===== src/rtl/serial_adder_ctrl.sv =====
// serial_adder_ctrl: bit-serial adder with valid/ready handshakes on both sides.
// An accepted operation (a + b + cin) is computed one bit per cycle, LSB first,
// over exactly WIDTH cycles, then held in DONE until the consumer takes it.
//
// Ports:
//   clk       - clock, all state updates on the rising edge
//   rst       - asynchronous active-high reset
//   in_valid  - a, b, cin are valid
//   in_ready  - block can accept an operation (IDLE)
//   a, b      - WIDTH-bit addends
//   cin       - carry-in to bit 0
//   out_valid - sum/cout valid (DONE)
//   out_ready - consumer accepts the result
//   sum       - registered result, a+b+cin mod 2^WIDTH
//   cout      - registered carry-out of bit WIDTH-1
//   busy      - high in RUN and DONE
module serial_adder_ctrl #(
  parameter int unsigned WIDTH = 8
) (
  input  logic             clk,
  input  logic             rst,
  input  logic             in_valid,
  output logic             in_ready,
  input  logic [WIDTH-1:0] a,
  input  logic [WIDTH-1:0] b,
  input  logic             cin,
  output logic             out_valid,
  input  logic             out_ready,
  output logic [WIDTH-1:0] sum,
  output logic             cout,
  output logic             busy
);

  localparam int unsigned CntW = $clog2(WIDTH + 1);
  localparam logic [CntW-1:0] LastCnt = CntW'(WIDTH - 1);

  typedef enum logic [1:0] {StIdle, StRun, StDone} state_e;

  state_e           state_q;
  logic [WIDTH-1:0] a_q;
  logic [WIDTH-1:0] b_q;
  logic [WIDTH-1:0] res_q;
  logic             carry_q;
  logic             cout_q;
  logic [CntW-1:0]  cnt_q;
  logic             in_ready_q;
  logic             out_valid_q;
  logic             busy_q;

  logic             bit_s;
  logic             bit_c;
  logic [WIDTH-1:0] res_shift;

  // One full-adder slice on the current operand LSBs.
  always_comb begin
    bit_s = a_q[0] ^ b_q[0] ^ carry_q;
    bit_c = (a_q[0] & b_q[0]) | ((a_q[0] ^ b_q[0]) & carry_q);
  end

  // New sum bit enters at the MSB; after WIDTH shifts bit 0 lands in res_q[0].
  if (WIDTH == 1) begin : g_res_w1
    assign res_shift = bit_s;
  end else begin : g_res_wn
    assign res_shift = {bit_s, res_q[WIDTH-1:1]};
  end

  always_ff @(posedge clk or posedge rst) begin
    if (rst) begin
      state_q     <= StIdle;
      a_q         <= '0;
      b_q         <= '0;
      res_q       <= '0;
      carry_q     <= 1'b0;
      cout_q      <= 1'b0;
      cnt_q       <= '0;
      in_ready_q  <= 1'b1;
      out_valid_q <= 1'b0;
      busy_q      <= 1'b0;
    end else begin
      case (state_q)
        StIdle: begin
          if (in_valid) begin
            a_q        <= a;
            b_q        <= b;
            carry_q    <= cin;
            cnt_q      <= '0;
            state_q    <= StRun;
            in_ready_q <= 1'b0;
            busy_q     <= 1'b1;
          end
        end
        StRun: begin
          a_q     <= a_q >> 1;
          b_q     <= b_q >> 1;
          res_q   <= res_shift;
          carry_q <= bit_c;
          cnt_q   <= cnt_q + 1'b1;
          if (cnt_q == LastCnt) begin
            cout_q      <= bit_c;
            state_q     <= StDone;
            out_valid_q <= 1'b1;
          end
        end
        StDone: begin
          // Hand-off returns to IDLE only; a new accept needs a further edge.
          if (out_ready) begin
            state_q     <= StIdle;
            out_valid_q <= 1'b0;
            busy_q      <= 1'b0;
            in_ready_q  <= 1'b1;
          end
        end
        default: begin
          state_q     <= StIdle;
          out_valid_q <= 1'b0;
          busy_q      <= 1'b0;
          in_ready_q  <= 1'b1;
        end
      endcase
    end
  end

  assign in_ready  = in_ready_q;
  assign out_valid = out_valid_q;
  assign busy      = busy_q;
  assign sum       = res_q;
  assign cout      = cout_q;

endmodule

===== config.mk =====
export PLATFORM = sky130hd
export DESIGN_NAME = serial_adder_ctrl
export DESIGN_NICKNAME = d
export VERILOG_FILES = /design/src/rtl/serial_adder_ctrl.sv
export SDC_FILE = /design/constraint.sdc
export NUM_CORES = 1
export LEC_CHECK = 0
export BUFFER_PORTS_ARGS = -buffer_cell sky130_fd_sc_hd__clkbuf_2
export CORE_ASPECT_RATIO = 0.8
export CORE_UTILIZATION = 35
export CTS_BUF_LIST = sky130_fd_sc_hd__clkbuf_8 sky130_fd_sc_hd__clkbuf_16
export CTS_CLUSTER_SIZE = 14
export DETAILED_ROUTE_END_ITERATION = 6
export REMOVE_ABC_BUFFERS = 1
export SYNTH_ARGS = -nofsm -noshare
export SYNTH_HDL_FRONTEND = slang
export SYNTH_SLANG_ARGS = --single-unit

===== constraint.sdc =====
create_clock -name clk -period 2.9 [get_ports clk]
set_input_delay 0.58 -clock clk [delete_from_list [all_inputs] [get_ports clk]]
set_output_delay 0.58 -clock clk [all_outputs]
set_load 0.005 [all_outputs]

Word-level counts from Yosys, hierarchy flattened
Cells that the tools add are included.

Multiply operators: 0. Reductions and logical operators: 7. Muxes and demuxes: 20. Divide/modulo/power cells: 0. Equality and inequality tests: 6. Magnitude comparators: 0. Add/subtract/negate cells: 1. Bitwise gates (word level): 7. Shift-type cells: 0.

Operators by type and width (number): $pmux W8 S2 (2); $mux W8 (2); $pmux W1 S3 (3); $reduce_and A3 Y1 (3); $pmux W4 S2 (1); $mux W1 (6); $mux W2 (3); $ne A2 B2 Y1 const B (3); $pmux W2 S3 (1); $add A4 B1 Y4 const B (1); $eq A4 B3 Y1 const B (1); $mux W4 (1); $reduce_and A2 Y1 (2); $and A1 B1 Y1 (2); $eq A2 B1 Y1 const B (1); $eq A2 B2 Y1 const B (1); $logic_not A2 Y1 (1); $not A1 Y1 (2); $pmux W1 S2 (1); $reduce_bool A2 Y1 (1); $xor A1 B1 Y1 (2); $or A1 B1 Y1 (1).

Memories kept: 0. Input bits: 21. RAM bits: 0. Word-level logic and storage cells: 51. Output and inout bits: 12. Register bits after elaboration: 35. Bits in read-only memories: 0. Latch bits: 0.

Longest topological paths before layout
Gate-level depths: netlist of run 1.

Depth in word-level cells: 4. Mapped depth: 6. Depth with buffers taken out: 4.

Least setup slack after synthesis of run 1
Ideal clock, no wire load.

Path kind: register to register. Start: register cnt_q[0]. End: register cout_q (netlist: cout). Period minus slack after synthesis: 1.267 ns. Path buffers: 0. Data required time: 2.772 ns. Arrival: 1.139 ns. Setup time: 0.128 ns. Path slack: 1.633 ns. Stages on the path, launching flop included: 5. Cells stage by stage: dfrtp_1 ha_1 nand2_1 nor3_4 mux2_1.

Longest elaborated chain between the ends: 2.

Ends and longest elaborated chain: start: declaration (line 45) `logic [CntW-1:0] cnt_q;`; start signal: assignment (line 97) `cnt_q <= cnt_q + 1'b1;`; $eq A4 B3 Y1 (line 98) `if (cnt_q == LastCnt) begin`; $reduce_and A2 Y1 (no source line); end signal: assignment (line 99) `cout_q <= bit_c;`; end: declaration (line 44) `logic cout_q;`.

No other way between the ends. A chain may end at the register's enable or synchronous reset.

Worst setup path after layout of run 1
Start: register state_q[0]. End: register b_q[6].

Longest elaborated chain between the ends: 3. Elaborated cells on any way between the ends: 6. Those cells by class: 2 x eq/ne; 1 x mux; 3 x reduce/logical.

Ends and longest elaborated chain: start: declaration (line 39) `state_e state_q;`; start signal: assignment (line 69) `state_q <= StIdle;`; start signal: assignment (line 87) `state_q <= StRun;`; start signal: assignment (line 100) `state_q <= StDone;`; $eq A2 B1 Y1 or $logic_not A2 Y1 (tied branches) (line 80) `case (state_q)`; $reduce_bool A2 Y1 (no source line) or $ne A2 B2 Y1 (tied branches); $reduce_and A2 Y1 (no source line); end signal: assignment (line 94) `b_q <= b_q >> 1;`; end: declaration (line 41) `logic [WIDTH-1:0] b_q;`.

Several ways; a longest one is shown, not always the timed one.

==> results of run 1 <==
-- state kept, by name, summed over array words and instances (netlist names) --
name and flops:
b_q 8, cnt_q 4, sum 8, a_q 8, state_q 2, in_ready 1, out_valid 1, busy 1
cout 1, carry_q 1
-- synthesized netlist by cell type --
cell	instances
o22ai_1	1
dfstp_2	1
nor2_1	5
nand2_1	34
nor2b_1	11
o311ai_2	1
o21ai_1	8
o22a_1	1
nand2b_4	1
o21ai_0	10
mux2_2	1
ha_1	1
nor3_4	1
nand3_1	2
mux2_1	1
buf_2	4
a22o_1	2
fa_1	1
inv_1	3
o21ai_2	1
and2b_1	2
a22oi_1	14
a21o_1	2
buf_6	7
dfrtp_1	34
nor2b_4	2
a22oi_4	1
o21bai_2	1
a21oi_1	14
-- logic make-up after synthesis --
family                   after synthesis  synth area share (%)
AND/OR/NAND/NOR                       58                 17.41
AO/OA/AOI/OAI                         56                 21.65
flip-flops                            35                 51.28
buffers and inverters                 14                 6.438
multiplexers                           2                 1.317
adder cells (fa/ha/maj)                2                 1.902
-- path summary, 6_finish.rpt --
check,cells after the start,startpoint,slack (ns),end
max in group asynchronous,3,rst,2.00,in_ready
max reg2reg,3,state_q[0],1.22,b_q[6]
max,3,state_q[0],1.22,b_q[6]
min,2,rst,0.26,sum[6]
min in group clk,2,a_q[3],0.49,a_q[3]
min reg2reg,2,a_q[3],0.49,a_q[3]
-- per-stage QoR --
stage | instance area, um2 | hold WS, ns | utilization, %
after floorplan | 1612 | 0.4502 | -
after global placement | 1877 | 0.4624 | 40.34
after detailed placement | 1877 | 0.4716 | 40.34
after CTS | 2013 | 0.2756 | 43.28
after global routing | 2013 | 0.2950 | 43.28
final | 2013 | 0.2632 | 43.28
-- metal layers --
metal	vias to the layer above	global-route usage, %	routed length [um]
met1	607	22.97	1807
met3	2	5.070	170
met2	32	22.33	1565
met5	-	0	0
met4	0	4.018	10
li1	635	-	-
-- power groups by stage --
stage               Combinational [mW]  Sequential, mW  Clock (mW)
floorplan                        0.416           0.859           0
global placement                 0.613           0.879           0
detailed placement               0.640           0.878           0
CTS                              0.636           0.872       0.538
global route                     0.723           0.907       0.566
finish                           0.622           0.871       0.529
-- worst register-to-register path, delay by kind of cell (launching register included) --
family | cells | cell delay [ns]
AOI/OAI and AO/OA | 2 | 0.25
and+or+nand+nor | 1 | 0.60
DFF | 1 | 0.76
-- final cells by class --
cell class                 count  area [um2]  share of cell area, %
clock buffer                   5       68.82                  3.418
inverter                       3       11.26                 0.5594
multi-input combinational    118       723.2                  35.92
timing repair buffer          36       190.2                  9.447
sequential                    35       877.1                  43.57
tap                           60       75.07                  3.729
clock inverter                 3       67.56                  3.356
==> results.md, run 1 <==
- First DRT Iteration DRCs: roughly 60
- Maximum single-stage delay on the critical path: about 0.76 ns
- Area enclosed by the die boundary: 5172 um2
- Main area contributors after synthesis: dfrtp_1 (50%), nand2_1 (7.5%), a22oi_1 (6.1%), buf_6 (4.6%), a21oi_1 (4.1%)
- Slew of the pin with the lowest slew margin: roughly 0.65 ns
- Worst clock skew: 0.005445 ns
- Setup repair after global routing missed its margin: no
- Starting density of the core: around 37%
- Final number of hold-violating endpoints: 0
- Boundary pin count: 33
- Worst-path clk slew: 0.08 ns
- Static leakage: 0.9806 nW
- Part of the power in registers: a little over two fifths
- Sw Ratio: 34.40%
- Count of port buffers added during placement: 32
- TritonCTS clock tree: done
- Power density cells: around 1000 nW/um2
- Mapped Cells: approximately 170
- Library cells used by synthesis: 29
- Sequence of cells on the critical path: nor2b_4 > a22oi_1 > o21ai_1
- CTS-repair resized insts: 0
- HPWL after detailed placement: approximately 2400 um
- H-Tree Depth: 2
- DRC: 0
- Die Y: 64.53 um
- Insertion delay of the later-clocked pin in the worst-skew pair: 0.29 ns
- Share of the clock period used by the worst path: between 50% and 60%
- Min Tclk post-route: 1.679 ns
- All-layer global routing usage: between 10% and 20%
- Mean Syn Cell Area: just over 10 um2
- Final setup violating endpoints: 0
- Overall via count from detail_route: about 1300
- Crit path buf inv count: 0
- Number of filler cells placed in the layout: about 460
- Post-CTS setup buffer count: 0
- Synthesis warning total: 0
- Fraction of the yosys area taken by sequential cells: 51.28%
- Routed Wire Length: roughly 3600 um
- Core ar.: 4652 um2
- Element type at the critical path start: register
- Aggregate global routing overflow: 0
- Final setup margin: 1.221 ns
- Hold crit path type: in2async
- Instance count after placement with tap cells included: 252
- Gate family responsible for the most delay along the worst path: flip-flops
- Run status: finished clean
- NetSw: between 0.6 and 0.7 mW
- Commonest non-fill, non-tap cells in the layout: nand2_1 (34), dfrtp_1 (34), clkbuf_2 (32)
- 1st-pass router iterations: 5
- Critical-path maximum fanout: 19
- Gate power share: between 30 and 40%
- Diode insertion count for antenna repair: 0
- Final Power: roughly 2.0 mW
- Maximum vdd drop: 0.0003901 V
- Post-CTS Hold Fix Bufs: 0
- Flop and latch count out of synthesis: 35
- Critical path capture point type: register
- Critical path start-end classification: reg2reg
- Relative slew slack: between 50% and 60%
- Vias in the first global route: between 1000 and 1500
- Arrival time worst endpoint: 1.89 ns
- CTS root buffer: clkbuf_8
- Post-Route Setup TNS: 0 ns
- Final slew viol count: 0
- Required arrival time at the worst endpoint: around 3.1 ns
- # Max-Cap Violations: 0
- Post-synthesis cell area: roughly 1700 um2
- Fmax: approximately 600 MHz
- Average wire per cell in the routed design: about 14 um
- Wire length of the first global-routing pass: between 6000 and 7000 um
- Synth-to-Final Area Change: 17.70%
- Share of total power in the clock network: 26.2%
- Finished Layout Cells: 260
- Power Internal: roughly 1.3 mW
- Fraction of layout instances using a drive strength above 1: between 20% and 30%
- Total Nets Final: around 220
- Post-DRT Antenna Nets: 0
- Routed via count divided by cell count: 4.908
- Number of placement rows: 22
- Worst setup timing slack at the placement stage: about 1.2 ns
- Fraction of post-synthesis cell area in the top cell type by area: 49.74%
- Initial antenna violation count: 0
- Num CTS Buffers: 5
- Pin count of the biggest net entering global routing: 20
- Synth area leader: dfrtp_1
- Clock sink count: 35
- Gp weighted congestion: roughly 0.76
- Worst-path cell with the longest stage delay: dfrtp_1
- Number of buffers on the longest clock path: 2
- Chip width: around 80 um
No activity file was read; power rests on OpenSTA's default activity.
==> run 2, diff against run 1 <==
==> constraint.sdc (replaced) <==
create_clock -name clk -period 1.5 [get_ports clk]
set_input_delay 0.3 -clock clk [delete_from_list [all_inputs] [get_ports clk]]
set_output_delay 0.3 -clock clk [all_outputs]
set_load 0.005 [all_outputs]
==> run 2 against run 1 <==
Compared with the run above: power is 83% higher; highest routed layer unchanged; maximum frequency grew 27%; critical path type unchanged; global-route usage shrank 0.33 points; register-to-register slack got worse by 1.0 ns; sequential cell count unchanged; cell count increased by 3.1%; clock power grew 33%; via count rose by 1.3%; critical path depth up 1; utilization up 0.59 points.
==> results.md, run 2 (synthesis results as in run 1) <==
- Run status: finished clean (unchanged)
- Boundary pin count: 33 (unchanged)
- Final setup violating endpoints: 0 (unchanged)
- Tightest hold margin: 0.07793 ns (was 0.2632 ns)
- Insertion delay of the later-clocked pin in the worst-skew pair: 0.29 ns (about the same)
- Maximum vdd drop: 0.0008375 V (was 0.0003901 V)
- Pin count of the biggest net entering global routing: 36 (was 20)
- Final slew viol count: 0 (unchanged)
- Critical-path maximum fanout: 4 (was 19)
- Relative slew slack: 70.35% (was 56.85%)
- Number of placement rows: 22 (unchanged)
- Area enclosed by the die boundary: 5172 um2 (unchanged)
- Core ar.: 4652 um2 (unchanged)
- Starting density of the core: 36.77% (unchanged)
- Number of buffers on the longest clock path: 2 (unchanged)
- Num CTS Buffers: 5 (unchanged)
- Post-DRT Antenna Nets: 0 (unchanged)
- Static leakage: 1.014 nW (was 0.9806 nW)
- H-Tree Depth: 2 (unchanged)
- Total Nets Final: 230 (was 222)
- Met2 layer usage reported by global route: 22.44% (was 22.33%)
- Required arrival time at the worst endpoint: 1.67 ns (was 3.11 ns)
- Area taken by flip-flops and latches: 877.1 um2 (unchanged)
- Post-CTS setup buffer count: 0 (unchanged)
- First DRT Iteration DRCs: 74 (was 61)
- Gp weighted congestion: 0.7836 (was 0.7583)
- Setup repair after global routing missed its margin: no (unchanged)
- Worst setup timing slack at the placement stage: 0.1802 ns (was 1.181 ns)
- Element type at the critical path start: register (unchanged)
- Average wire per cell in the routed design: 12.71 um (was 13.67 um)
- Routed Wire Length: 3406 um (was 3553 um)
- Power density cells: 1817 nW/um2 (was 1005 nW/um2)
- Final number of hold-violating endpoints: 0 (unchanged)
- Aggregate global routing overflow: 0 (unchanged)
- Post-CTS Hold Fix Bufs: 0 (unchanged)
- CTS root buffer: clkbuf_8 (unchanged)
- Diode insertion count for antenna repair: 0 (unchanged)
- Met1 capacity usage during global routing: 21.29% (was 22.97%)
- DRC: 0 (unchanged)
- Slew of the pin with the lowest slew margin: 0.4448 ns (was 0.6473 ns)
- Arrival time worst endpoint: 1.49 ns (was 1.89 ns)
- Die Y: 64.53 um (unchanged)
- Critical path start-end classification: reg2reg (unchanged)
- Count of port buffers added during placement: 32 (unchanged)
- TritonCTS clock tree: done (unchanged)
- CTS-repair resized insts: 0 (unchanged)
- Chip width: 80.16 um (unchanged)
- Area occupied by multi-input gates: 723.2 um2 (unchanged)
- Synth-to-Final Area Change: 19.31% (was 17.70%)
- Met3 Track Usage GR: 4.366% (was 5.070%)
- HPWL after detailed placement: 2438 um (unchanged)
- Number of filler cells placed in the layout: 448 (was 459)
- Commonest non-fill, non-tap cells in the layout: nand2_1 (34), dfrtp_1 (34), clkbuf_2 (32) (unchanged)
- Initial antenna violation count: 0 (unchanged)
- Hold crit path type: in2async (unchanged)
- Worst-path clk slew: 0.07 ns (was 0.08 ns)
- Wire length of the first global-routing pass: 5996 um (was 6134 um)
- 1st-pass router iterations: 4 (was 5)
- Overall via count from detail_route: 1292 (was 1276)
- Most congested layer reported by global routing: met2 (was met1)
- Fraction of layout instances using a drive strength above 1: 29.33% (was 27.00%)
- # Max-Cap Violations: 0 (unchanged)
- Worst clock skew: 0.007151 ns (was 0.005445 ns)
- Final setup margin: 0.1777 ns (was 1.221 ns)
- Clock sink count: 35 (unchanged)
- Share of the clock period used by the worst path: 88.16% (was 57.89%)
- Min Tclk post-route: 1.322 ns (was 1.679 ns)
- All-layer global routing usage: 15.44% (was 15.77%)
- Vias in the first global route: 1258 (was 1242)
- Fmax: 756.2 MHz (was 595.7 MHz)
- Final Power: 3.709 mW (was 2.023 mW)
- Critical path capture point type: register (unchanged)
- Routed via count divided by cell count: 4.821 (was 4.908)
run 2: critical path: stages (launching register included):
cell	delay [ns]
dfrtp_1	0.39
ha_1	0.19
nand2_1	0.10
nor3_4	0.19
mux2_1	0.33
run 2: cell type report:
class	instances	share of cell area (%)
timing repair buffer	44	12.88
clock inverter	2	0.4292
multi-input combinational	118	35.44
sequential	35	42.98
inverter	3	0.5518
clock buffer	6	4.047
tap	60	3.679
run 2: power breakdown:
group          internal [mW]  total [mW]  switching, mW
clock network          0.364       0.705          0.341
logic                  0.693        1.37          0.678
registers               1.32        1.63          0.311
total                   2.38        3.71           1.33
run 2: stage by stage:
step	cell area [um2]	TNS (ns)	util [%]	std cells
finish	2041	0	43.87	268
global route	2041	0	43.87	268
CTS	2041	0	43.87	268
detailed placement	1949	0	41.90	260
global placement	1949	0	41.90	260
floorplan	1612	-0.06207	-	156
run 2: metal layers:
| metal | share of wire [%] | vias up |
|---|---|---|
| li1 | - | 652 |
| met5 | 0 | - |
| met1 | 50 | 595 |
| met4 | 1.6 | 0 |
| met2 | 42 | 37 |
| met3 | 5.5 | 8 |
run 2: final timing paths:
check                           from   endpoint  slack (ns)  cells past startpoint
setup / recovery            cnt_q[0]       cout        0.18                      4
hold / removal                   rst     sum[3]        0.08                      3
setup reg to reg            cnt_q[0]       cout        0.18                      4
hold reg to reg            out_valid  out_valid        0.48                      1
max in group asynchronous        rst   in_ready        1.07                      3
min in group clk                b[4]     b_q[4]        0.28                      3
